**src/rtl/regfile_wb_arbiter_pkg.sv**
```systemverilog
// Shared register-file constants and requester indices used by the write-back arbiter.
package regfile_pkg;

  localparam int NUM_REGS   = 64;
  localparam int REG_ADDR_W = $clog2(NUM_REGS);
  localparam int REG_DATA_W = 16;
  localparam int NUM_REQ    = 3;

  typedef logic [1:0]            req_idx_t;
  typedef logic [REG_ADDR_W-1:0] reg_addr_t;
  typedef logic [REG_DATA_W-1:0] reg_data_t;

  localparam req_idx_t REQ_ALU  = 2'd0;
  localparam req_idx_t REQ_LOAD = 2'd1;
  localparam req_idx_t REQ_DBG  = 2'd2;

  // Round-robin successor: ALU -> LOAD -> DBG -> ALU.
  function automatic req_idx_t req_next(input req_idx_t idx);
    case (idx)
      REQ_ALU:  return REQ_LOAD;
      REQ_LOAD: return REQ_DBG;
      default:  return REQ_ALU;
    endcase
  endfunction

endpackage

```
**src/rtl/regfile_wb_arbiter_if.sv**
```systemverilog
// Write-back request bundle between the three requesters and the arbiter.
interface regfile_wb_arbiter_if;
  import regfile_pkg::*;

  logic [NUM_REQ-1:0] req_valid;
  logic [NUM_REQ-1:0] req_ready;
  logic [NUM_REQ-1:0] req_wen;
  logic [NUM_REQ-1:0] req_carry_en;
  logic [NUM_REQ-1:0] req_carry;
  reg_addr_t [NUM_REQ-1:0] req_addr;
  reg_data_t [NUM_REQ-1:0] req_data;

  modport master (
    output req_valid, req_addr, req_data, req_wen, req_carry_en, req_carry,
    input  req_ready
  );

  modport slave (
    input  req_valid, req_addr, req_data, req_wen, req_carry_en, req_carry,
    output req_ready
  );

endinterface

```
**src/rtl/regfile_wb_arbiter_prio.sv**
```systemverilog
// Orders the three requesters for the grant walk: starved ones first by index,
// then the rest in round-robin order starting at rr.
module wb_prio_select
  import regfile_pkg::*;
(
  input  req_idx_t                   rr,
  input  logic     [NUM_REQ-1:0]     starved,
  output req_idx_t [NUM_REQ-1:0]     order
);

  logic [1:0] slot;
  req_idx_t   cand;

  always_comb begin
    order = '0;
    slot  = '0;
    cand  = rr;
    for (int i = 0; i < NUM_REQ; i++) begin
      if (starved[i]) begin
        order[slot] = req_idx_t'(i);
        slot        = slot + 2'd1;
      end
    end
    for (int k = 0; k < NUM_REQ; k++) begin
      if (!starved[cand]) begin
        order[slot] = cand;
        slot        = slot + 2'd1;
      end
      cand = req_next(cand);
    end
  end

endmodule

```
**src/rtl/regfile_wb_arbiter.sv**
```systemverilog
// Shares the two register write ports and the carry write port among three
// write-back requesters; grants are combinational, commands registered.
module regfile_wb_arbiter
  import regfile_pkg::*;
#(
  parameter int MAX_WAIT = 8,
  parameter int NREQ     = 3
) (
  input  logic                 clock,
  input  logic                 reset,
  regfile_wb_arbiter_if.slave  wb,
  output reg_addr_t            reg_wr1,
  output reg_data_t            reg_wr1_data,
  output logic                 reg_wr1_enable,
  output reg_addr_t            reg_wr2,
  output reg_data_t            reg_wr2_data,
  output logic                 reg_wr2_enable,
  output logic                 carrybit_wr,
  output logic                 carrybit_wr_enable,
  output logic [NREQ-1:0]      starve_flag
);

  localparam logic [3:0] MAX_CNT = 4'(MAX_WAIT);

  req_idx_t                  rr;
  logic [NREQ-1:0][3:0]      wait_cnt;
  logic [NREQ-1:0]           starved;
  req_idx_t [NUM_REQ-1:0]    order;

  logic [NREQ-1:0] grant;
  logic [1:0]      n_grant;
  req_idx_t        idx;
  req_idx_t        last_idx;
  logic            p1_use, p2_use, c_use, c_val;
  reg_addr_t       p1_addr, p2_addr;
  reg_data_t       p1_data, p2_data;

  always_comb begin
    for (int i = 0; i < NREQ; i++) starved[i] = (wait_cnt[i] == MAX_CNT);
  end

  assign starve_flag = starved;

  wb_prio_select u_prio (
    .rr      (rr),
    .starved (starved),
    .order   (order)
  );

  // Greedy walk; a same-register conflict can only involve port 1, since a
  // port-2 grant already means both slots are used.
  always_comb begin
    grant    = '0;
    n_grant  = '0;
    idx      = '0;
    last_idx = '0;
    p1_use   = 1'b0;
    p2_use   = 1'b0;
    c_use    = 1'b0;
    c_val    = 1'b0;
    p1_addr  = '0;
    p2_addr  = '0;
    p1_data  = '0;
    p2_data  = '0;
    for (int k = 0; k < NUM_REQ; k++) begin
      idx = order[k];
      if (!reset && wb.req_valid[idx] && n_grant != 2'd2
          && !(wb.req_wen[idx] && p1_use && wb.req_addr[idx] == p1_addr)
          && !(wb.req_carry_en[idx] && c_use)) begin
        grant[idx] = 1'b1;
        n_grant    = n_grant + 2'd1;
        last_idx   = idx;
        if (wb.req_wen[idx]) begin
          if (!p1_use) begin
            p1_use  = 1'b1;
            p1_addr = wb.req_addr[idx];
            p1_data = wb.req_data[idx];
          end else begin
            p2_use  = 1'b1;
            p2_addr = wb.req_addr[idx];
            p2_data = wb.req_data[idx];
          end
        end
        if (wb.req_carry_en[idx]) begin
          c_use = 1'b1;
          c_val = wb.req_carry[idx];
        end
      end
    end
  end

  assign wb.req_ready = grant;

  always_ff @(posedge clock or posedge reset) begin
    if (reset) begin
      reg_wr1            <= '0;
      reg_wr1_data       <= '0;
      reg_wr1_enable     <= 1'b0;
      reg_wr2            <= '0;
      reg_wr2_data       <= '0;
      reg_wr2_enable     <= 1'b0;
      carrybit_wr        <= 1'b0;
      carrybit_wr_enable <= 1'b0;
      rr                 <= REQ_ALU;
    end else begin
      reg_wr1_enable     <= p1_use;
      reg_wr2_enable     <= p2_use;
      carrybit_wr_enable <= c_use;
      if (p1_use) begin
        reg_wr1      <= p1_addr;
        reg_wr1_data <= p1_data;
      end
      if (p2_use) begin
        reg_wr2      <= p2_addr;
        reg_wr2_data <= p2_data;
      end
      if (c_use) carrybit_wr <= c_val;
      if (|grant) rr <= req_next(last_idx);
    end
  end

  always_ff @(posedge clock or posedge reset) begin
    if (reset) begin
      wait_cnt <= '0;
    end else begin
      for (int i = 0; i < NREQ; i++) begin
        if (!wb.req_valid[i] || grant[i]) wait_cnt[i] <= '0;
        else if (wait_cnt[i] != MAX_CNT) wait_cnt[i] <= wait_cnt[i] + 4'd1;
      end
    end
  end

endmodule

```
**src/flat_wrapper.sv**
```systemverilog
// flat-port wrapper written by rule: the top's interface ports become plain ports
module regfile_wb_arbiter_flat import regfile_pkg::*;
#(
  parameter int MAX_WAIT = 8,
  parameter int NREQ     = 3
)
  (clock, reset, reg_wr1, reg_wr1_data, reg_wr1_enable, reg_wr2, reg_wr2_data, reg_wr2_enable, carrybit_wr, carrybit_wr_enable, starve_flag, wb_req_valid, wb_req_addr, wb_req_data, wb_req_wen, wb_req_carry_en, wb_req_carry, wb_req_ready);
  regfile_wb_arbiter_if wb_i ();
  input  logic clock;
  input  logic reset;
  output reg_addr_t reg_wr1;
  output reg_data_t reg_wr1_data;
  output logic reg_wr1_enable;
  output reg_addr_t reg_wr2;
  output reg_data_t reg_wr2_data;
  output logic reg_wr2_enable;
  output logic carrybit_wr;
  output logic carrybit_wr_enable;
  output logic [NREQ-1:0] starve_flag;
  input wire logic [$bits(wb_i.req_valid)-1:0] wb_req_valid;
  input wire logic [$bits(wb_i.req_addr)-1:0] wb_req_addr;
  input wire logic [$bits(wb_i.req_data)-1:0] wb_req_data;
  input wire logic [$bits(wb_i.req_wen)-1:0] wb_req_wen;
  input wire logic [$bits(wb_i.req_carry_en)-1:0] wb_req_carry_en;
  input wire logic [$bits(wb_i.req_carry)-1:0] wb_req_carry;
  output wire logic [$bits(wb_i.req_ready)-1:0] wb_req_ready;
  assign wb_i.req_valid = wb_req_valid;
  assign wb_i.req_addr = wb_req_addr;
  assign wb_i.req_data = wb_req_data;
  assign wb_i.req_wen = wb_req_wen;
  assign wb_i.req_carry_en = wb_req_carry_en;
  assign wb_i.req_carry = wb_req_carry;
  assign wb_req_ready = wb_i.req_ready;
  regfile_wb_arbiter #(.MAX_WAIT(MAX_WAIT), .NREQ(NREQ)) u_core (.clock(clock), .reset(reset), .wb(wb_i), .reg_wr1(reg_wr1), .reg_wr1_data(reg_wr1_data), .reg_wr1_enable(reg_wr1_enable), .reg_wr2(reg_wr2), .reg_wr2_data(reg_wr2_data), .reg_wr2_enable(reg_wr2_enable), .carrybit_wr(carrybit_wr), .carrybit_wr_enable(carrybit_wr_enable), .starve_flag(starve_flag));
endmodule
```
**config.mk**
```make
export PLATFORM = sky130hd
export DESIGN_NAME = regfile_wb_arbiter_flat
export DESIGN_NICKNAME = d
export VERILOG_FILES = /design/src/rtl/regfile_wb_arbiter_pkg.sv /design/src/rtl/regfile_wb_arbiter_if.sv /design/src/rtl/regfile_wb_arbiter_prio.sv /design/src/rtl/regfile_wb_arbiter.sv /design/src/flat_wrapper.sv
export SDC_FILE = /design/constraint.sdc
export NUM_CORES = 1
export LEC_CHECK = 0
export CAP_MARGIN = 15
export CORE_MARGIN = 10
export CORE_UTILIZATION = 50
export CTS_BUF_LIST = sky130_fd_sc_hd__clkbuf_4 sky130_fd_sc_hd__clkbuf_8
export DETAILED_ROUTE_END_ITERATION = 6
export DONT_BUFFER_PORTS = 1
export HOLD_SLACK_MARGIN = 0.12
export PLACE_DENSITY = 0.63
export SETUP_SLACK_MARGIN = 0.3
export SKIP_CTS_REPAIR_TIMING = 1
export SYNTH_ARGS = -nofsm -noshare
export SYNTH_HDL_FRONTEND = slang
export SYNTH_HIERARCHICAL = 1
export SYNTH_SLANG_ARGS = --single-unit
export TNS_END_PERCENT = 100
```
**constraint.sdc**
```tcl
create_clock -name clock -period 8.55 [get_ports clock]
set_input_delay 1.71 -clock clock [delete_from_list [all_inputs] [get_ports clock]]
set_output_delay 1.71 -clock clock [all_outputs]
set_load 0.02 [all_outputs]
```
Word level (Yosys, flattened, before mapping)
Index checks and enable logic that the tools add are counted.
{"block": "word_totals", "register_bits": 62, "input_bits": 80, "output_inout_bits": 54, "wordCells": 238}
{"block": "classes", "n_addsub": 8, "order_cmp": 19, "eq_ne": 13, "n_mux": 140, "bitwise_logic": 5, "n_reduce_logical": 41}
{"op": "two-way mux 16 bit", "count": 17}
{"op": "two-way mux 6 bit", "count": 21}
{"op": "binary-select mux 16 bit (select 2 bit)", "count": 3}
{"op": "two-way mux 1 bit", "count": 44}
{"op": "binary-select mux 6 bit (select 2 bit)", "count": 3}
{"op": "binary-select mux 1 bit (select 2 bit)", "count": 15}
{"op": "less-than comparator 2 x 3 -> 1 bit (second input constant)", "count": 10}
{"op": "two-way mux 2 bit", "count": 13}
{"op": "two-way mux 4 bit", "count": 6}
{"op": "logical AND 1 bit", "count": 23}
{"op": "demux 2 bit (select 2 bit)", "count": 5}
{"op": "bitwise mux 6 bit", "count": 3}
{"op": ">= comparator 2 x 1 -> 1 bit (second input constant)", "count": 8}
{"op": "adder 4 x 1 -> 4 bit (second input constant)", "count": 3}
{"op": "equality test 4 bit (second input constant)", "count": 3}
{"op": "equality test 6 bit", "count": 2}
{"op": "inequality test 4 bit (second input constant)", "count": 3}
{"op": "case mux 2 bit (2 select lines)", "count": 3}
{"op": "two-way mux 3 bit", "count": 3}
{"op": "OR 3 bit", "count": 3}
{"op": "adder 2 x 1 -> 2 bit (second input constant)", "count": 4}
{"op": "zero test 1 bit", "count": 8}
{"op": "demux 1 bit (select 2 bit)", "count": 3}
{"op": "equality test 2 x 1 -> 1 bit (second input constant)", "count": 3}
{"op": "11 further kinds", "count": 17}

Longest topological paths before layout
{"block": "depth", "depth_word": 35, "mapped_depth": 34, "mapped_depth_nobuf": 28}

By module
The synthesis kept the hierarchy.
{"mod": "regfile_wb_arbiter", "n_inst": 1, "cells_per_inst": 613, "area_per_inst_um2": 5207.5, "seq_area_each_um2": 1551.5}
{"mod": "wb_prio_select", "n_inst": 1, "cells_per_inst": 118, "area_per_inst_um2": 844.6, "seq_area_each_um2": 0.0}

Worst setup path before layout
OpenSTA, ideal clock, no wires.
{"block": "synth_timing", "path_type": "register to output", "start": "register u_core/wait_cnt[0] in the netlist's numbering", "end": "output wb_req_ready[0]", "t_arrival_ps": 6537, "required_time_ps": 6840, "slack_ps": 303, "path_stages_with_launch": 26, "path_buffers": 3, "cell_sequence": "dfrtp_1 inv_1 ha_1 nand2_1 nor2_1 inv_1 ha_1 or4_4 buf_6 and2_1 ha_1 nor2_1 a211o_1 o311ai_0 buf_4 mux2i_1 o2bb2ai_2 a21oi_2 nand3_1 and3_1 nor4b_1 and4_1 buf_4 nor2_1 a221oi_2 inv_1"}
{"element": "start: declaration", "line_no": "regfile_wb_arbiter.sv:26", "source": "logic [NREQ-1:0][3:0] wait_cnt;"}
{"element": "start signal: assignment", "line_no": "regfile_wb_arbiter.sv:124", "source": "wait_cnt <= '0;"}
{"element": "start signal: indexed assignment", "line_no": "regfile_wb_arbiter.sv:127", "source": "if (!wb.req_valid[i] || grant[i]) wait_cnt[i] <= '0;"}
{"element": "end: declaration", "line_no": "flat_wrapper.sv:26", "source": "output wire logic [$bits(wb_i.req_ready)-1:0] wb_req_ready;"}

==> out/metrics.csv <==
stage;metric;value;unit
clock_tree;clock-pin slew of the registers on the worst-case setup and hold paths;0.07;ns
worst_hold_path;Hold Crit Class;flop to flop;
timing;number of slew-limit violations in the final report;0;
floorplanning;initial cell density of the core;50.8;%
critical_path;family with the most delay on the worst path;compound AO/OA/AOI/OAI gates;
timing;smallest setup slack after layout;0.402;ns
critical_path;Worst Path Arrival;6.44;ns
critical_path;terminus of the critical flop-to-flop path;u_core/reg_wr1_data[11]$_DFFE_PP0P_;
critical_path;data required time at the worst endpoint;6.84;ns
synth;Yosys warning total;6;
synth;total of flip-flops plus latches after synthesis;62;
clock_tree;TritonCTS clock tree;done;
floorplanning;number of rows created at floorplan;40;
synth;Synth Area per Inst;8.28;um2
critical_path;buffer and inverter count on the worst path;5;
clock_tree;TritonCTS Sinks;62;
placed_design;number of port buffers;0;
timing;final setup TNS;0;ns
synth;area fraction of the dominant cell type after synthesis;25.6;%
detailed_routing;detailed-route via count;6100;
critical_path;path depth of the worst reg2reg path;29;
placed_design;placed instance area;6230;um2
detailed_routing;vias per cell;6.85;
timing;Period Utilization, post-route;95.3;%
synth;most area-consuming cells after synthesis;dfrtp_1 (26%), mux2i_1 (15%), nor2_1 (6.0%);
cells_and_area;cell area after layout;6830;um2
pwr;pwr dens;416;nW/um2
timing;Worst Clk Skew;0.0116;ns
global_routing;final global-route overflow total;0;
synth;cell with the most instances after synthesis;nor2_1;
worst_hold_path;endpoint of the worst hold path;u_core/wait_cnt[11]$_DFFE_PP0P_;
clock_tree;count of H-tree levels built during CTS;3;
cells_and_area;n_diodes;0;
pwr;maximum resistive drop on vdd;0.168;mV
pwr;sequential power share;22.7;%
placed_design;gp weighted congestion;0.947;
global_routing;all-layer global routing usage;24.7;%
detailed_routing;Antenna Nets Post-Route;0;
detailed_routing;count of routing violations after the opening detailed-route iteration;621;
detailed_routing;DRC violations left;2;
timing;shortest clock period the worst path allows after layout;8.15;ns
clock_tree;root buffer cell;clkbuf_8;
clock_tree;number of buffers inserted during clock tree synthesis;9;
critical_path;reg-to-reg startpoint;u_core/wait_cnt[8]$_DFFE_PP0P_;
placed_design;HPWL after DPL;15000;um
pwr;total leakage power;2.90;nW
timing;worst slew slack as a fraction of its limit;30.5;%
timing;slew of the pin with the lowest slew margin;1.04;ns
synth;Distinct cells, synth;71;
run_status;failing checks;design-rule violations;
floorplanning;chip width;130;um
pwr;switching portion of total power;53.3;%
floorplanning;number of ports placed on the die boundary;134;
synth;cell count after synthesis;731;
detailed_routing;DR WL/cell;24.7;um
pwr;Internal Power;0.00133;W
clock_tree;buffer depth of the longest clock path;2;
synth;Post-synth top flop;dfrtp_1;
timing;maximum clock frequency;123;MHz
critical_path;Critical Path Slowest Stage Cell;a221o_2;
synth;share of async-settable or async-resettable flops after synthesis;100;%
synth;post-synthesis sequential area ratio;25.6;%
pwr;total power draw;0.00284;W
pwr;relative contribution of combinational cells to total power;67.9;%
worst_hold_path;start point of the worst hold path;u_core/wait_cnt[11]$_DFFE_PP0P_;
flow_run;count of max-cap constraint violations;0;
critical_path;startpoint types;flop;
cells_and_area;layout cells sized above 1;17.2;%
floorplanning;core region area;11900;um2
synth;Post-synth EDFFs;0;
detailed_routing;total iterations of the first detailed-routing run;7;
worst_hold_path;cell count of the worst hold path;3;
cells_and_area;number of nets in the layout;833;
floorplanning;height of the die;130;um
global_routing;initial antenna violation count;0;
cells_and_area;Filler cells;1061;
placed_design;Post-Place Setup Slack;0.333;ns
timing;final setup violation count;0;
global_routing;largest net degree at the start of global routing;63;
run_status;result of the run;finished with violations;
critical_path;Critical Path Start;u_core/wait_cnt[8]$_DFFE_PP0P_;
synth;list of most frequent post-synthesis cells;nor2_1 (97), mux2i_1 (91), dfrtp_1 (62);
pwr;clock power share;9.4;%
floorplanning;full die area;16900;um2
global_routing;vias in the first global route;5948;
cells_and_area;final core occ;57.3;%
timing;unrepaired setup endpoints after global routing;no;
detailed_routing;total wire length;21900;um
synth;Mapped Nets;826;
critical_path;crit-path max cell delay;0.51;ns
timing;final hold violation count;0;
synth;cell taking the most area after synthesis;dfrtp_1;
pwr;switching power summed over all nets;0.00151;W
cells_and_area;area growth from synthesis to layout;12.8;%
critical_path;register-to-register path setup slack;1.24;ns
critical_path;kind of capture point of the worst setup path;primary output;
critical_path;maximum fanout along the worst path;25;
synth;summed instance area of the synthesized netlist;6050;um2
critical_path;category of the critical setup timing path;flop to primary output;
global_routing;wire length of the first global-routing pass;33000;um
clock_tree;clock latency at the later pin of the worst-skew pair;0.36;ns
==> how the worst max path moves through the flow <==
stage | endpoint | slack, ns | cells past startpoint
3_5_place_dp | wb_req_ready[0] | 0.33 | 26
3_3_place_gp | wb_req_ready[0] | 0.48 | 25
2_1_floorplan | wb_req_ready[0] | 0.30 | 25
5_1_grt | wb_req_ready[2] | 0.24 | 25
4_1_cts | wb_req_ready[0] | -0.07 | 26
6_report | wb_req_ready[2] | 0.40 | 26
==> cell type report <==
class                           instances  area [um2]  share of cell area, %
Clock buffer                           10         131                   1.92
Tap cell                              147         184                   2.69
Clock inverter                          6        62.6                  0.916
Multi-Input combinational cell        594        4410                   64.6
Timing Repair Buffer                   49         405                   5.94
Sequential cell                        62        1550                   22.7
Inverter                               22        82.6                   1.21
==> metal layers <==
layer,vias to the layer above,track usage (%),part of all wire [%]
met5,-,0,0
met4,0,11.6,3.3
met3,63,10.4,13
met2,374,37.9,45
met1,2911,29.4,38
li1,2752,-,-
==> power groups by stage <==
| stage | logic, W | clock network [W] | registers [W] |
|---|---|---|---|
| floorplan | 0.00130 | 0 | 0.000596 |
| global placement | 0.00167 | 0 | 0.000652 |
| detailed placement | 0.00169 | 0 | 0.000652 |
| CTS | 0.00170 | 0.000270 | 0.000648 |
| global route | 0.00206 | 0.000285 | 0.000662 |
| finish | 0.00193 | 0.000266 | 0.000644 |
==> state kept, by name, summed over array words and instances (netlist names) <==
signal                     cells
u_core/reg_wr1_data           16
u_core/reg_wr2_data           16
u_core/wait_cnt               12
u_core/reg_wr1                 6
u_core/reg_wr2                 6
u_core/rr                      2
u_core/carrybit_wr             1
u_core/carrybit_wr_enable      1
u_core/reg_wr1_enable          1
u_core/reg_wr2_enable          1
==> cells by family (layout without fill, tap and decap cells) <==
logic type	after synthesis	count (layout)	synth area share (%)
and+or+nand+nor	249	250	19.8
xor gates and xnor gates	19	19	2.75
muxes	96	96	16.0
adders and majority gates	15	15	3.10
AOI/OAI and AO/OA	213	214	26.5
buffers and inverters	77	87	6.22
DFF	62	62	25.6
==> placed cells by master (no fill, tap or decap), types with 5 or more instances in the layout <==
cell type / instances
a32oi_1: 6
mux2_2: 5
nand3_1: 10
o22ai_1: 5
dfrtp_1: 62
a211oi_1: 26
nor3_1: 35
and2_1: 6
a221o_1: 9
inv_1: 18
nand2_1: 47
clkbuf_8: 9
xnor2_1: 15
mux2i_1: 87
a211o_1: 15
buf_4: 43
and3_1: 15
o21ai_0: 27
nor2_1: 94
ha_1: 13
o2bb2ai_1: 6
a21oi_1: 47
o21ai_1: 6
a311o_1: 15
nor2b_1: 6
==> tightest hold or removal path: stages, from the launching register on <==
cell and delay, ns:
dfrtp_1 0.37, xnor2_1 0.08, nand2_1 0.06, nor2_1 0.04
==> metrics by stage <==
| stage | instances | hold slack, ns |
|---|---|---|
| finish | 890 | 0.572 |
| global placement | 849 | 0.567 |
| detailed placement | 849 | 0.573 |
| floorplan | 731 | 0.525 |
| global route | 890 | 0.638 |
| CTS | 865 | 0.583 |
(Power assumes the default switching activity.)
